## src/rtl/xnor_serial_cmp_sched.sv

```systemverilog
// Round-robin scheduler sharing one NAND-built XNOR cell between two requesters.
// Each grant runs a WIDTH-bit equality compare bit-serially, LSB first.
module xnor_serial_cmp_sched #(
  parameter int unsigned WIDTH = 8
) (
  input  logic             clk,
  input  logic             rst_n,
  input  logic             req0,
  input  logic [WIDTH-1:0] a0,
  input  logic [WIDTH-1:0] b0,
  input  logic             req1,
  input  logic [WIDTH-1:0] a1,
  input  logic [WIDTH-1:0] b1,
  output logic [1:0]       grant,
  output logic             busy,
  output logic             done,
  output logic             eq,
  output logic [WIDTH-1:0] match
);

  localparam int unsigned CW = $clog2(WIDTH + 1);

  typedef enum logic [1:0] {
    IDLE,
    SHIFT,
    DONE
  } state_t;

  state_t           state;
  logic [WIDTH-1:0] sa;
  logic [WIDTH-1:0] sb;
  logic [CW-1:0]    cnt;
  logic             eq_acc;
  logic             rr_last;

  // Shared cell: classic four-NAND XOR, output taken inverted.
  logic n_ab, n_a, n_b, cell_xor, cell_bit;
  assign n_ab     = ~(sa[0] & sb[0]);
  assign n_a      = ~(sa[0] & n_ab);
  assign n_b      = ~(sb[0] & n_ab);
  assign cell_xor = ~(n_a & n_b);
  assign cell_bit = ~cell_xor;

  logic any_req;
  logic win1;
  logic last_bit;

  always_comb begin
    any_req  = req0 | req1;
    win1     = req1 & (~req0 | ~rr_last);
    last_bit = (cnt == CW'(WIDTH - 1));
  end

  always_ff @(posedge clk or negedge rst_n) begin
    if (!rst_n) begin
      state   <= IDLE;
      grant   <= '0;
      busy    <= 1'b0;
      done    <= 1'b0;
      eq      <= 1'b0;
      match   <= '0;
      sa      <= '0;
      sb      <= '0;
      cnt     <= '0;
      eq_acc  <= 1'b0;
      rr_last <= 1'b1;
    end else begin
      case (state)
        IDLE: begin
          if (any_req) begin
            grant   <= win1 ? 2'b10 : 2'b01;
            rr_last <= win1;
            sa      <= win1 ? a1 : a0;
            sb      <= win1 ? b1 : b0;
            cnt     <= '0;
            eq_acc  <= 1'b1;
            busy    <= 1'b1;
            state   <= SHIFT;
          end
        end
        SHIFT: begin
          sa     <= sa >> 1;
          sb     <= sb >> 1;
          match  <= {cell_bit, match[WIDTH-1:1]};
          eq_acc <= eq_acc & cell_bit;
          cnt    <= cnt + 1'b1;
          if (last_bit) begin
            eq    <= eq_acc & cell_bit;
            done  <= 1'b1;
            state <= DONE;
          end
        end
        DONE: begin
          done  <= 1'b0;
          grant <= '0;
          busy  <= 1'b0;
          state <= IDLE;
        end
        default: state <= IDLE;
      endcase
    end
  end

endmodule

```

## config.mk

```make
export PLATFORM = sky130hd
export DESIGN_NAME = xnor_serial_cmp_sched
export DESIGN_NICKNAME = d
export VERILOG_FILES = /design/src/rtl/xnor_serial_cmp_sched.sv
export SDC_FILE = /design/constraint.sdc
export NUM_CORES = 1
export LEC_CHECK = 0
export ABC_AREA = 1
export ABC_CLOCK_PERIOD_IN_PS = 1600
export BUFFER_PORTS_ARGS = -buffer_cell sky130_fd_sc_hd__buf_2
export CAP_MARGIN = 10
export CORE_UTILIZATION = 23
export DETAILED_ROUTE_END_ITERATION = 8
export GPL_ROUTABILITY_DRIVEN = 0
export GPL_TIMING_DRIVEN = 0
export HOLD_SLACK_MARGIN = 0.12
export PLACE_DENSITY_LB_ADDON = 0.05
export SLEW_MARGIN = 40
export SYNTH_ARGS = -nofsm -noshare
export SYNTH_HDL_FRONTEND = slang
export SYNTH_SLANG_ARGS = --single-unit
```

## constraint.sdc

```tcl
create_clock -name clk -period 1.6 [get_ports clk]
set_input_delay 0.08 -clock clk [delete_from_list [all_inputs] [get_ports clk]]
set_output_delay 0.08 -clock clk [all_outputs]
set_load 0.05 [all_outputs]
```

==> impl_metrics.tcl <==
set metrics [dict create \
    synthesis.area_um2 1997 \
    via_count 1774 \
    h-tree-depth 2 \
    portBuffers 47 \
    period_needed_ps 1328 \
    ir_drop_mv 0.4922 \
    start_util 0.2406 \
    coreArea_um2 8299 \
    ys_ff_latch 37 \
    swShare 0.4730 \
    grt_pass1_wl_mm 8.569 \
    critical_path_class "register to register" \
    layout_worst_path_cycle_share 0.8301 \
    max-cap-violations 0 \
    power_density_nw_per_um2 1813 \
    cts-resized-gates 0 \
    synthDistinctLibCells 23 \
    die_w_um 95.18 \
    clk_latency_ps 280 \
    grt_max_degree 38 \
    worst_hold_path_type "input port to register" \
    clkTransAtPathRegs_ps 70 \
    switchingPower_uw 2235 \
    comb_power_share 0.512 \
    crit_arrival_ps 1490 \
    drt_iter0_drc 87 \
    wl_mm 5.093 \
    cts_tree "done" \
    setup_violations 0 \
    tns_ps 0 \
    ys_warn_count 0 \
    r2r-start "state[1]$_DFFE_PN0P_" \
    clockPowerShare 0.134 \
    relSlewSlack 0.6727 \
    post-route-util 0.3140 \
    worstRegToRegCells 5 \
    ys_seq_area_frac 0.4643 \
    hold_viol_final 0 \
    p_seq_frac 0.354 \
    synthCells 247 \
    critPathCapture "sa[4]$_DFFE_PN0P_" \
    worstPathMaxFanout 10 \
    power.static_leakage_uw 0.001377 \
    grt_pass1_vias 1711 \
    p_int_uw 2490 \
    layout-drive-gt1-share 0.2642 \
    end_kind "register" \
    nFillCells 891 \
    ctsLongestPathBuffers 2 \
    cts_root_buf "clkbuf_8" \
    syn_area_per_cell_um2 8.085 \
    die_h_um 95.18 \
    num_antenna_cells 0 \
    worst_slew_pin_slew_ps 490.9 \
    synthToLayoutAreaGrowth_pct 30.51 \
    drc 0 \
    r2r_slack_ps 270 \
    syn-num-nets 284 \
    rsz0062_at_grt "false" \
    viasPerCell 4.194 \
    row_count 33 \
    ios 49 \
    required_ps 1760 \
    post_drt_wl_per_cell_um 12.04 \
    drtAntennaViolNets 0 \
    max_freq_ghz 0.7529 \
    gr-total-overflow 0 \
    status "finished, final reports clean" \
    setup.worst_path.start "state[1]$_DFFE_PN0P_" \
    drt_first_pass_iters 4 \
    hpwl_mm 3.662 \
    antenna_found_initial 0 \
    r2r-end "sa[4]$_DFFE_PN0P_" \
    layout.nets 354 \
    skew_ps 6.748 \
    grt_use_total 0.1271 \
    start_kind "register" \
    cts_sinks 37 \
    numCtsBuffers 5 \
    die_area_um2 9059 \
    drv_slew 0 \
]
## cell usage in the layout, fill, tap and decap left out, types with 4 or more instances in the layout
cell / netlist / routed
nand2_1: 60 / 60
dlygate4sd3_1: 0 / 16
o21ai_1: 4 / 4
dfrtp_1: 36 / 36
nor2_1: 5 / 5
buf_6: 5 / 5
nand3_1: 62 / 62
o21ai_0: 5 / 5
inv_1: 38 / 38
nand3_2: 10 / 10
buf_2: 4 / 50
clkbuf_8: 0 / 5
## cell usage after synthesis
master	number	area [um2]
inv_2	2	7.510
xnor2_1	1	8.760
dfstp_2	1	26.28
a21oi_1	1	5.000
inv_4	1	6.260
nand4_1	1	6.260
o21ai_0	5	25.02
nor2_1	5	18.77
buf_2	4	20.02
dfrtp_1	36	900.9
nand3_2	10	100.1
o21ai_1	4	20.02
nand2_4	2	22.52
nand2_1	60	225.2
inv_1	38	142.6
buf_4	2	15.01
o21a_1	1	7.510
nand2_2	1	6.260
nand3_1	62	310.3
nor2_4	3	33.78
ha_1	1	12.51
buf_6	5	56.30
nor2_8	1	20.02
## registers in the layout (all words and copies together) (netlist names), 2 cells and up
| signal | cells |
|---|---|
| cnt | 4 |
| grant | 2 |
| match | 8 |
| state | 2 |
| sa | 8 |
| sb | 8 |
## layer usage
metal / global-route usage / wire, um / part of all wire / up-vias
li1: - / - / - / 919
met5: 0 / 0 / 0 / -
met2: 0.1923 / 2224 / 0.44 / 36
met1: 0.1765 / 2643 / 0.52 / 815
met3: 0.03030 / 178 / 0.035 / 4
met4: 0.04167 / 48 / 0.0094 / 0
## logic make-up (layout without fill, tap and decap cells)
| family | count (synthesis) | count (layout) | synth area share |
|---|---|---|---|
| AND/OR/NAND/NOR | 145 | 145 | 0.3722 |
| buffers and inverters | 52 | 123 | 0.1241 |
| XOR/XNOR | 1 | 1 | 0.004387 |
| adder cells (fa/ha/maj) | 1 | 1 | 0.006265 |
| AO/OA/AOI/OAI | 11 | 11 | 0.02882 |
| flip-flops | 37 | 37 | 0.4643 |
## worst max-delay path, stage by stage (launching register included)
cell     delay [ps]
dfrtp_1         440
nor2_4          310
inv_4           130
buf_6           190
nand3_2          70
nand3_1          70
## per-stage QoR
stage	cell area, um2	setup slack, ps	std cells	total power [uW]	hold slack [ps]
2_1_floorplan	1997	484.9	247	3514	-215.6
3_3_place_gp	2364	264.3	399	4142	274.4
3_5_place_dp	2366	266.4	399	4139	97.96
4_1_cts	2606	242.9	423	4826	128.2
5_1_grt	2606	169.0	423	5178	170.4
6_report	2606	271.8	423	4724	121.7
## cell type report
type	instances	area (um2)	area share
Sequential cell	37	927.1	0.3557
Multi-Input combinational cell	158	822.0	0.3154
Timing Repair Buffer	63	397.9	0.1527
Inverter	41	156.4	0.06001
Tap cell	105	131.4	0.05041
Buffer	11	91.34	0.03505
Clock buffer	8	80.08	0.03072
## power groups by stage
stage	logic (uW)	registers, uW	clock network, uW
2_1_floorplan	1330	2190	0
3_3_place_gp	2440	1700	0
3_5_place_dp	2440	1700	0
4_1_cts	2470	1690	667
5_1_grt	2730	1750	694
6_report	2420	1670	632
## worst min path at each step
stage           from            endpoint  cells past startpoint
5_1_grt        b1[2]   sb[2]$_DFFE_PN0P_                      5
6_report       b0[0]   sb[0]$_DFFE_PN0P_                      5
4_1_cts        a1[3]   sa[3]$_DFFE_PN0P_                      5
3_5_place_dp   rst_n  cnt[0]$_DFFE_PN0P_                      1
2_1_floorplan  rst_n    busy$_DFFE_PN0P_                      0
3_3_place_gp   rst_n  cnt[0]$_DFFE_PN0P_                      1
## repair_timing
item,in CTS,in global routing
hold endpoints to repair,49,0
hold buffers,16,0
setup buffers,0,0
Power figures use the tool's default switching activity.
